<file path="src/rtl/div_pkg.sv">
// Shared types and constants for the sequential restoring divider.
package div_pkg;

    localparam int DIV_WIDTH = 16;
    localparam int DIV_CNT_W = 5;
    localparam int DIV_ITER  = 16;

    typedef enum logic [1:0] {
        IDLE,
        RUN,
        DONE
    } state_t;

endpackage

</file>
<file path="src/rtl/div_step.sv">
// One restoring-division iteration: trial subtract of D from the shifted remainder.
module div_step
    import div_pkg::*;
#(
    parameter int WIDTH = DIV_WIDTH
) (
    input  logic [WIDTH:0]   i_r,
    input  logic             i_q_msb,
    input  logic [WIDTH-1:0] i_d,
    output logic [WIDTH:0]   o_r,
    output logic             o_q_bit
);

    logic [WIDTH:0]   w_shift;
    logic [WIDTH+1:0] w_diff;
    logic             w_ge;

    assign w_shift = {i_r[WIDTH-1:0], i_q_msb};
    assign w_diff  = {1'b0, w_shift} - {2'b00, i_d};
    // A set top bit of R means the true shifted value already exceeds any D
    assign w_ge    = ~w_diff[WIDTH+1] | i_r[WIDTH];

    always_comb begin
        o_q_bit = w_ge;
        o_r     = w_shift;
        if (w_ge) begin
            o_r = w_diff[WIDTH:0];
        end
    end

endmodule

</file>
<file path="src/rtl/seq_divider16.sv">
// 16-bit unsigned sequential restoring divider, one quotient bit per clock.
// Optional DIVIDER_ZERO_SHORTCUT_EN: divisor 0 finishes immediately and flags div_by_zero.
module seq_divider16
    import div_pkg::*;
#(
    parameter int WIDTH = DIV_WIDTH
) (
    input  logic             clk,
    input  logic             re,
    input  logic             start,
    input  logic [WIDTH-1:0] dividend,
    input  logic [WIDTH-1:0] divisor,
    output logic             busy,
    output logic             done,
    output logic [WIDTH-1:0] quotient,
    output logic [WIDTH-1:0] remainder,
    output logic             div_by_zero
);

    state_t                 r_state;
    logic [WIDTH-1:0]       r_q;
    logic [WIDTH-1:0]       r_d;
    logic [WIDTH:0]         r_r;
    logic [DIV_CNT_W-1:0]   r_cnt;
    logic                   r_busy;
    logic                   r_done;
    logic [WIDTH-1:0]       r_quot;
    logic [WIDTH-1:0]       r_rem;
`ifdef DIVIDER_ZERO_SHORTCUT_EN
    logic                   r_dbz;
`endif

    logic [WIDTH:0]         w_r_next;
    logic                   w_q_bit;
    logic [WIDTH-1:0]       w_q_next;
    logic                   w_last;

    div_step #(
        .WIDTH   (WIDTH)
    ) u_step (
        .i_r     (r_r),
        .i_q_msb (r_q[WIDTH-1]),
        .i_d     (r_d),
        .o_r     (w_r_next),
        .o_q_bit (w_q_bit)
    );

    assign w_q_next = {r_q[WIDTH-2:0], w_q_bit};
    assign w_last   = (r_cnt == DIV_CNT_W'(DIV_ITER - 1));

    always_ff @(posedge clk or posedge re) begin
        if (re) begin
            r_state <= IDLE;
            r_q     <= '0;
            r_d     <= '0;
            r_r     <= '0;
            r_cnt   <= '0;
            r_busy  <= 1'b0;
            r_done  <= 1'b0;
            r_quot  <= '0;
            r_rem   <= '0;
`ifdef DIVIDER_ZERO_SHORTCUT_EN
            r_dbz   <= 1'b0;
`endif
        end else begin
            unique case (r_state)
                IDLE: begin
                    r_done <= 1'b0;
                    if (start) begin
                        r_q    <= dividend;
                        r_d    <= divisor;
                        r_r    <= '0;
                        r_cnt  <= '0;
                        r_busy <= 1'b1;
                        r_state <= RUN;
`ifdef DIVIDER_ZERO_SHORTCUT_EN
                        if (divisor == '0) begin
                            r_quot  <= '1;
                            r_rem   <= dividend;
                            r_dbz   <= 1'b1;
                            r_done  <= 1'b1;
                            r_state <= DONE;
                        end
`endif
                    end
                end
                RUN: begin
                    r_r   <= w_r_next;
                    r_q   <= w_q_next;
                    r_cnt <= r_cnt + 1'b1;
                    // Final iteration: publish results on the same edge
                    if (w_last) begin
                        r_quot  <= w_q_next;
                        r_rem   <= w_r_next[WIDTH-1:0];
                        r_done  <= 1'b1;
                        r_state <= DONE;
`ifdef DIVIDER_ZERO_SHORTCUT_EN
                        r_dbz   <= 1'b0;
`endif
                    end
                end
                DONE: begin
                    r_done  <= 1'b0;
                    r_busy  <= 1'b0;
                    r_state <= IDLE;
                end
                default: begin
                    r_done  <= 1'b0;
                    r_busy  <= 1'b0;
                    r_state <= IDLE;
                end
            endcase
        end
    end

    assign busy      = r_busy;
    assign done      = r_done;
    assign quotient  = r_quot;
    assign remainder = r_rem;
`ifdef DIVIDER_ZERO_SHORTCUT_EN
    assign div_by_zero = r_dbz;
`else
    assign div_by_zero = 1'b0;
`endif

endmodule
</file>
<file path="config.mk">
export PLATFORM = sky130hd
export DESIGN_NAME = seq_divider16
export DESIGN_NICKNAME = d
export VERILOG_FILES = /design/src/rtl/div_pkg.sv /design/src/rtl/div_step.sv /design/src/rtl/seq_divider16.sv
export SDC_FILE = /design/constraint.sdc
export NUM_CORES = 1
export LEC_CHECK = 0
export BUFFER_PORTS_ARGS = -buffer_cell sky130_fd_sc_hd__buf_2
export CORE_MARGIN = 5
export CORE_UTILIZATION = 62
export DETAILED_ROUTE_END_ITERATION = 6
export PLACE_DENSITY = 0.86
export SLEW_MARGIN = 20
export SYNTH_ARGS = -nofsm -noshare
export SYNTH_HDL_FRONTEND = slang
export SYNTH_SLANG_ARGS = --single-unit
</file>
<file path="constraint.sdc">
create_clock -name clk -period 4.6 [get_ports clk]
set_input_delay 0.23 -clock clk [delete_from_list [all_inputs] [get_ports clk]]
set_output_delay 0.23 -clock clk [all_outputs]
set_load 0.005 [all_outputs]
</file>
==> metrics, run 1 <==
outcome=completed; pre-CTS WS=1.979 ns; Top Ports=70; Final Hold Fails=0; final antenna-violating net count=0; R2R Path End=r_r[0]; worst skew pair latency=0.36 ns; part of the power in registers=0.305; setup ws final=around 1.9 ns; nets@finish=632; worst vdd ir=around 440 uV; hold path cells=3; pin count of the biggest net entering global routing=56; Distinct cells, synth=54; Routed WL=11.08 mm; total number of vias=between 3000 and 4000; DRT iter0 DRCs=approximately 190; clk root buf=clkbuf_8; Fmax=371.7 MHz; Setup violations, final=0; Crit. End Element=register; Core Area=7331 sq um; unrepaired setup endpoints after global routing=no; ratio of cells with drive above 1 in the final layout=0.1753; top cells by count, synth=129 x nand2_1, 90 x dfrtp_1, 69 x o21ai_0; leak pwr=2.597 nW; Final Critical Period=around 2.7 ns; wire per inst=16.27 um; critical path type=reg -> reg; PwrDens=902.5 nW/um^2; Layout fillers=548; Placer Congestion=0.9510; # resized after CTS=0; total track usage=0.2411; Final period util=0.5849; DRC Markers=0; startpoint types=register; vias in the first global route=3950; Yosys warnings=0; Least-Margin Pin Slew=0.7934 ns; Starting Density=0.6409; die area=9419 sq um; CTS sink count=90; max_slew headroom=0.4711; Worst EP required=4.87 ns; switching share of total power=0.4574; met3 usage=0.03733; Via density=5.787; sequential-to-total area share from yosys stat=0.4794; IO buf count=68; Async SR Flop Fraction=1.000; Synth Flop Type=dfrtp_1; maximum clock insertion buffer count=2; hold-fix buffers at CTS=1; Crit Path Max Fanout=17; Clk network pwr share=0.115; top cell type by total area after synthesis=dfrtp_1; gr busiest metal=met2; syn_nets=about 570; Global Route met2 Usage=0.3933; CTS tree=yes; Pre-antenna DRT Iters=5; depth of the most critical reg-to-reg path=8; number of flops mapped to enable cells by yosys=0; Core Util, Final=0.7226; sw power=0.002187 W; Cells after Synth=520; count leader, synth=nand2_1; Critical path destination=r_r[0]; global-route wire length before repair=18.99 mm; Int Power=0.002594 W; Area contributors post-synth=dfrtp_1 48%, nand2_1 10%, o21ai_0 7.4%; clk_skew=0.01775 ns; synthesized area per cell=between 9 and 10 sq um; Arrival @ worst endpoint=2.96 ns; clock buffer count from CTS=9; flops & latches, synth=90; htree depth=3; clock transition at the registers of the reported paths=around 0.10 ns; Antenna Cells=0; Max Cap Viol=0; Remaining Overflow, GRT=0; Final Slew Violations=0; Post-CTS Setup Bufs=0; top cell type's share of synthesized area=0.4794; CP startpoint=r_r[8]; cell row count=31; Reg-to-Reg Start=r_r[8]; initial antenna violation count=0; Die W=97.05 um; Layout area overhead=12.76%; M1 GR Usage=0.3316; combinational share of power=0.580; FF-to-FF setup slack=1.91 ns; Die Span Y=97.05 um; Cell Area, Synth=about 4700 sq um; HPWL Detailed=slightly below 8 mm; setup_tns=0 ns; worst min path class=in -> reg
[logic make-up after synthesis]
group                      after synthesis  synth area share
muxes                                   12           0.02663
buffers and inverters                   54           0.04953
xor gates and xnor gates                10           0.01864
adders and majority gates               19           0.05220
AOI/OAI and AO/OA                      140            0.1827
other                                    1         0.0007982
and+or+nand+nor                        194            0.1901
DFF                                     90            0.4794
[registers in the layout, indices dropped and copies added (netlist names)]
name and cells:
remainder 16, r_r 17, r_d 16, r_state 2, quotient 16, done 1, r_cnt 5, busy 1
r_q 16
[per-layer routing]
layer	vias up	part of all wire
li1	1912	-
met1	1900	0.45
met2	111	0.48
met3	18	0.045
met4	0	0.019
met5	-	0
[area by class of cell]
cell class	count	area, sq um	share of cell area
inverter	25	95.09	0.01795
sequential	90	2252	0.4251
tap	99	123.9	0.02338
timing repair buffer	76	402.9	0.07605
multi-input combinational	376	2228	0.4206
clock buffer	9	123.9	0.02338
clock inverter	6	71.32	0.01346
[through the flow]
step	power, W	std cells	instance area [sq um]	hold slack (ns)
finish	0.004781	681	5298	0.06318
floorplan	0.003501	520	4698	0.3354
global placement	0.004076	665	5092	0.3042
CTS	0.004769	681	5298	0.06266
detailed placement	0.004217	665	5092	0.3314
global route	0.005193	681	5298	0.07493
[worst min path at each step]
stage,from,endpoint
after global routing,divisor[9],r_d[9]
after floorplan,divisor[0],r_d[0]
after global placement,re,r_d[12]
after CTS,divisor[9],r_d[9]
after detailed placement,re,r_d[12]
final,divisor[9],r_d[9]
[worst max-delay path: stages, from the launching register on]
cell	delay, ns
dfrtp_1	0.43
ha_1	0.37
a21oi_1	0.27
o221ai_1	0.17
a41oi_1	0.46
a31oi_2	0.18
buf_4	0.26
mux2_4	0.34
o21ai_2	0.12
[power by group through the flow]
stage / registers [W] / logic, W / clock network, W
after floorplan: 0.00143 / 0.00207 / 0
after global placement: 0.00145 / 0.00262 / 0
after detailed placement: 0.00147 / 0.00275 / 0
after CTS: 0.00145 / 0.00276 / 0.000554
after global routing: 0.00151 / 0.00309 / 0.000594
final: 0.00146 / 0.00277 / 0.000550
[cells in the final DEF, fill, tap and decap left out, drive strengths merged, types with 11 or more instances in the layout]
cell type  netlist  routed
mux2i           11      11
buf              4      75
o21ai           71      71
nand3           11      11
nor2            11      11
and3b           14      14
ha              18      18
dfrtp           90      90
nand2          129     129
inv             25      27
a21oi           29      29
Power figures use the tool's default switching activity.
==> run 2, diff against run 1 <==
--- a/config.mk
+++ b/config.mk
@@ -7,9 +7,9 @@
 export LEC_CHECK = 0
 export BUFFER_PORTS_ARGS = -buffer_cell sky130_fd_sc_hd__buf_2
 export CORE_MARGIN = 5
-export CORE_UTILIZATION = 62
+export CORE_UTILIZATION = 57
 export DETAILED_ROUTE_END_ITERATION = 6
-export PLACE_DENSITY = 0.86
+export PLACE_DENSITY = 0.8
 export SLEW_MARGIN = 20
 export SYNTH_ARGS = -nofsm -noshare
 export SYNTH_HDL_FRONTEND = slang
==> constraint.sdc (replaced) <==
create_clock -name clk -period 2.6 [get_ports clk]
set_input_delay 0.13 -clock clk [delete_from_list [all_inputs] [get_ports clk]]
set_output_delay 0.13 -clock clk [all_outputs]
set_load 0.005 [all_outputs]
==> metrics, run 2 (same netlist as run 1, synthesis figures left out) <==
Starting Density=0.5776 (-0.06329); Final Critical Period=2.500 ns (-0.1901 ns); setup ws final=0.09951 ns (-1.810 ns); part of the power in registers=0.286 (-0.019); global-route wire length before repair=19.43 mm (+2.3%); Layout fillers=616 (+12%); failing checks=design-rule violations; CTS sink count=90 (unchanged); Remaining Overflow, GRT=0 (unchanged); most frequent cells in the layout=129 x nand2_1, 90 x dfrtp_1, 69 x o21ai_0, 68 x buf_2, 27 x a21oi_1; pin count of the biggest net entering global routing=63 (+13%); WP buf/inv=3 (+2); cell row count=33 (+6.5%); Core Area=8134 sq um (+11%); nets@finish=659 (+4.3%); leak pwr=2.748 nW (+5.8%); Pre-antenna DRT Iters=7 (+2); HPWL Detailed=8.112 mm (+2.8%); Fmax=399.9 MHz (+7.6%); worst vdd ir=652.7 uV (+48%); Crit. End Element=register; Die W=100.8 um (+3.9%); Int Power=0.005069 W (+95%); CP top delay family=compound AO/OA/AOI/OAI gates; Least-Margin Pin Slew=0.6830 ns (-0.1104 ns); worst skew pair latency=0.36 ns (about the same); pre-CTS WS=-0.1339 ns (-2.112 ns); area of the multi-input gates=2268 sq um (+1.8%); htree depth=3 (unchanged); CTS tree=yes; DRC Markers=1 (+1); PwrDens=1621 nW/um^2 (+80%); Final Slew Violations=0 (unchanged); design area=5639 sq um (+6.4%); sw power=0.004074 W (+86%); switching share of total power=0.4456 (-0.01176); DRT iter0 DRCs=236 (+26%); Top Ports=70 (unchanged); die area=10160 sq um (+7.9%); clk_skew=0.009861 ns (-0.007888 ns); IO buf count=68 (unchanged); Most Frequent Cell on Critical Path=buf_4; Die Span Y=100.8 um (+3.9%); placed cell area=5192 sq um (+2.0%); final antenna-violating net count=0 (unchanged); max reg flops=17 (unchanged); startpoint types=register; Setup violations, final=0 (unchanged); Routed WL=11.39 mm (+2.8%); Final Hold Fails=0 (unchanged); Via density=5.716 (-1.2%); Clk network pwr share=0.116 (about the same); slowest CP cell=a2111oi_4; worst min path class=in -> reg; Crit Path Max Fanout=5 (-12); clock buffer count from CTS=9 (unchanged); Arrival @ worst endpoint=2.79 ns (-0.17 ns); Biggest register=r_r; vias in the first global route=4025 (+1.9%); Final period util=0.9617 (+0.3768); Layout area overhead=20.03%; wire per inst=15.95 um (-1.9%); Placer Congestion=1.027 (+8.0%); outcome=finished with violations; Worst EP required=2.89 ns (-1.98 ns); maximum clock insertion buffer count=2 (unchanged); commonest non-fill, non-tap cell in the layout=nand2_1; max_slew headroom=0.5442 (+0.07308); ratio of cells with drive above 1 in the final layout=0.2003 (+0.02507); clk root buf=clkbuf_8; register area=2252 sq um (unchanged); total track usage=0.2397 (-0.001374); Antenna Cells=0 (unchanged); max incr delay on CP=0.44 ns (-0.02 ns); initial antenna violation count=0 (unchanged); worst path cell trace=ha_1 > a21o_1 > a2111oi_4 > buf_4 > a31oi_4 > buf_4 > buf_12 > mux2_4 > o21ai_2; combinational share of power=0.598 (+0.018); critical path type=reg -> reg; Max Cap Viol=0 (unchanged); clock transition at the registers of the reported paths=0.09 ns (about the same); total number of vias=4081 (+3.6%)
## run 2: layout make-up
class                   instances  share of cell area
multi-input cells             376              0.4023
repair buffers                103              0.1203
well taps                     105             0.02330
flip-flops and latches         90              0.3994
clock inverters                 6             0.01598
inverters                      25             0.01686
clock buffers                   9             0.02197
## run 2: metrics by stage
step | std cells | TNS (ns) | utilization | total power (W) | hold WS (ns)
after global routing | 714 | -0.002214 | 0.6933 | 0.009903 | 0.0002290
after CTS | 710 | 0 | 0.6842 | 0.008848 | 0.009215
after floorplan | 520 | 0 | - | 0.006194 | 0.2354
after detailed placement | 680 | -0.9827 | 0.6384 | 0.007687 | 0.1829
after global placement | 680 | -0.1623 | 0.6384 | 0.007446 | 0.1680
final | 714 | 0 | 0.6933 | 0.009143 | 0.009267
## run 2: layer usage
| layer | track usage | part of all wire | vias to the layer above |
|---|---|---|---|
| met5 | 0 | 0 | - |
| li1 | - | - | 1966 |
| met4 | 0.07876 | 0.020 | 0 |
| met2 | 0.3863 | 0.47 | 159 |
| met1 | 0.3293 | 0.44 | 1929 |
| met3 | 0.04221 | 0.067 | 27 |
## run 2: final timing paths
| kind | startpoint | to | slack (ns) | cells after the start |
|---|---|---|---|---|
| setup / recovery | r_r[13] | r_r[0] | 0.1 | 9 |
| hold / removal | divisor[13] | r_d[13] | 0.009 | 3 |
| setup reg to reg | r_r[13] | r_r[0] | 0.1 | 9 |
| hold reg to reg | remainder[0] | remainder[0] | 0.48 | 2 |
| max in group asynchronous | re | remainder[3] | 1.58 | 4 |
| min in group asynchronous | re | quotient[7] | 0.32 | 3 |
## run 2: power by group through the flow
stage          Sequential [W]  Combinational (W)  Clock [W]
3_5_place_dp          0.00263            0.00506          0
6_report              0.00262            0.00547    0.00106
2_1_floorplan         0.00252            0.00367          0
5_1_grt               0.00271            0.00605    0.00114
4_1_cts               0.00261            0.00516    0.00107
3_3_place_gp          0.00260            0.00484          0
## run 2: worst reg2reg max path: cells and delay by family, from the launching register on
kind | cells | cell delay (ns)
buf+inv | 3 | 0.52
compound gates | 4 | 0.86
flops | 1 | 0.43
fa+ha+maj | 1 | 0.31
mux | 1 | 0.31
## run 2: what timing repair did
action                                  4_1_cts  5_1_grt
endpoints found under the hold margin        42        0
resized for setup                             1        7
setup buffers                                 0        4
hold buffers                                 15        0
pin swaps                                     1        2
endpoints found under the setup margin       16       22
==> run 3, diff against run 2 <==
--- a/config.mk
+++ b/config.mk
@@ -10,6 +10,7 @@
 export CORE_UTILIZATION = 57
 export DETAILED_ROUTE_END_ITERATION = 6
 export PLACE_DENSITY = 0.8
+export SETUP_SLACK_MARGIN = 0.2
 export SLEW_MARGIN = 20
 export SYNTH_ARGS = -nofsm -noshare
 export SYNTH_HDL_FRONTEND = slang
==> metrics, run 3 (same netlist as run 1, synthesis figures left out) <==
outcome=completed; Crit Path Max Fanout=8 (+3); Die W=100.8 um (unchanged); Via density=5.609 (-1.9%); HPWL Detailed=7.860 mm (-3.1%); Setup violations, final=0 (unchanged); CTS sink count=90 (unchanged); placed cell area=5218 sq um (+0.48%); area of the multi-input gates=2361 sq um (+4.1%); design area=5816 sq um (+3.1%); cell row count=33 (unchanged); CP Depth=8 (-1); register area=2253 sq um (about the same); total number of vias=4050 (-0.76%); vias in the first global route=3906 (-3.0%); global-route wire length before repair=18.81 mm (-3.2%); worst skew pair latency=0.36 ns (about the same); Core Area=8134 sq um (unchanged); depth of the most critical reg-to-reg path=8 (-1); pin count of the biggest net entering global routing=47 (-25%); Final Hold Fails=0 (unchanged); Die Span Y=100.8 um (unchanged); Final Critical Period=2.368 ns (-0.1321 ns); Antenna Cells=0 (unchanged); worst vdd ir=763.7 uV (+17%); Inst Count DP=683 (+0.44%); Layout fillers=627 (+1.8%); nets@finish=667 (+1.2%); non-filler cells, final=722 (+1.1%); clock buffer count from CTS=9 (unchanged); final antenna-violating net count=0 (unchanged); hold path cells=4 (+1); Final Slew Violations=0 (unchanged); startpoint types=register; most frequent cells in the layout=128 x nand2_1, 89 x dfrtp_1, 68 x o21ai_0, 68 x buf_2, 25 x a21oi_1; max reg flops=17 (unchanged); htree depth=3 (unchanged); ratio of cells with drive above 1 in the final layout=0.2269 (+0.02658); Arrival @ worst endpoint=2.65 ns (-0.14 ns); Top Ports=70 (unchanged); Max Cap Viol=0 (unchanged); initial antenna violation count=0 (unchanged); DRT iter0 DRCs=200 (-15%); total track usage=0.2310 (-0.008681); total power=0.009484 W (+3.7%); critical path type=reg -> reg; worst min path class=in -> reg; WP buf/inv=1 (-2); Biggest register=r_r; Layout area overhead=23.78%; slowest CP cell=dfrtp_1; commonest non-fill, non-tap cell in the layout=nand2_1; CTS tree=yes; DRC Markers=0 (-1); Remaining Overflow, GRT=0 (unchanged); PwrDens=1631 nW/um^2 (+0.58%); setup_tns=0 ns (unchanged); leak pwr=2.790 nW (+1.5%); Placer Congestion=0.9206 (-10%); IO buf count=68 (unchanged); max_slew headroom=0.5179 (-0.02626); CP top delay family=compound AO/OA/AOI/OAI gates; maximum clock insertion buffer count=2 (unchanged); die area=10160 sq um (unchanged); Fmax=422.2 MHz (+5.6%); Pre-antenna DRT Iters=4 (-3); unrepaired setup endpoints after global routing=no; Worst EP required=2.88 ns (about the same); clock transition at the registers of the reported paths=0.09 ns (about the same); Least-Margin Pin Slew=0.7223 ns (+0.03934 ns); Final period util=0.9109 (-0.05082); clk root buf=clkbuf_8; wire per inst=15.87 um (-0.51%); clk_skew=0.009583 ns (-0.0002777 ns); Routed WL=11.46 mm (+0.61%); Crit. End Element=register; Starting Density=0.5776 (unchanged); worst path cell trace=ha_4 > o211ai_1 > a21oi_2 > o2111ai_2 > buf_4 > a31o_2 > o31a_1 > o21ai_0; max incr delay on CP=0.44 ns (about the same)
==> run 3: metrics by stage <==
step / utilization / hold slack [ns] / setup slack (ns)
2_1_floorplan: - / 0.2354 / 0.2982
3_3_place_gp: 0.6414 / 0.02257 / 0.03670
3_5_place_dp: 0.6414 / 0.02786 / 0.01344
4_1_cts: 0.6994 / 0.1699 / 0.1758
5_1_grt: 0.7150 / 0.1929 / 0.1282
6_report: 0.7150 / 0.1833 / 0.2316
==> run 3: routing by layer <==
metal / global-route usage / vias up / wire, um
li1: - / 1986 / -
met1: 0.3196 / 1911 / 5190
met2: 0.3762 / 132 / 5387
met3: 0.04291 / 21 / 675
met4: 0.05907 / 0 / 206
met5: 0 / - / 0
==> run 3: path summary, 6_finish.rpt <==
kind	from	endpoint	slack [ns]
max reg2reg	r_r[1]	remainder[15]	0.23
min in group asynchronous	re	r_q[7]	0.21
min	dividend[11]	r_q[11]	0.18
max in group asynchronous	re	r_d[6]	1.67
min reg2reg	quotient[4]	quotient[4]	0.48
max	r_r[1]	remainder[15]	0.23
==> run 3: repair_timing <==
item,in CTS,in global routing
gates cloned,0,0
hold buffers,18,0
endpoints found under the setup margin,29,34
pin swaps,3,6
resized for setup,5,23
setup buffers,3,3
endpoints found under the hold margin,64,0
==> run 3: worst min-delay path, stage by stage <==
cell and delay [ns]:
buf_2 0.07, and3b_1 0.14, a21oi_1 0.03, o21ai_0 0.13
==> run 3: power breakdown <==
| part | switching, W | internal [W] | total (W) |
|---|---|---|---|
| Combinational | 0.00314 | 0.00257 | 0.00571 |
| Clock | 0.000508 | 0.000640 | 0.00115 |
| Sequential | 0.000491 | 0.00213 | 0.00262 |
| Total | 0.00414 | 0.00534 | 0.00948 |
==> run 3: area by class of cell <==
type / instances / share of cell area
multi-input combinational: 376 / 0.4060
sequential: 90 / 0.3875
timing repair buffer: 111 / 0.1261
tap: 105 / 0.02259
clock buffer: 9 / 0.02130
clock inverter: 6 / 0.01979
inverter: 25 / 0.01678
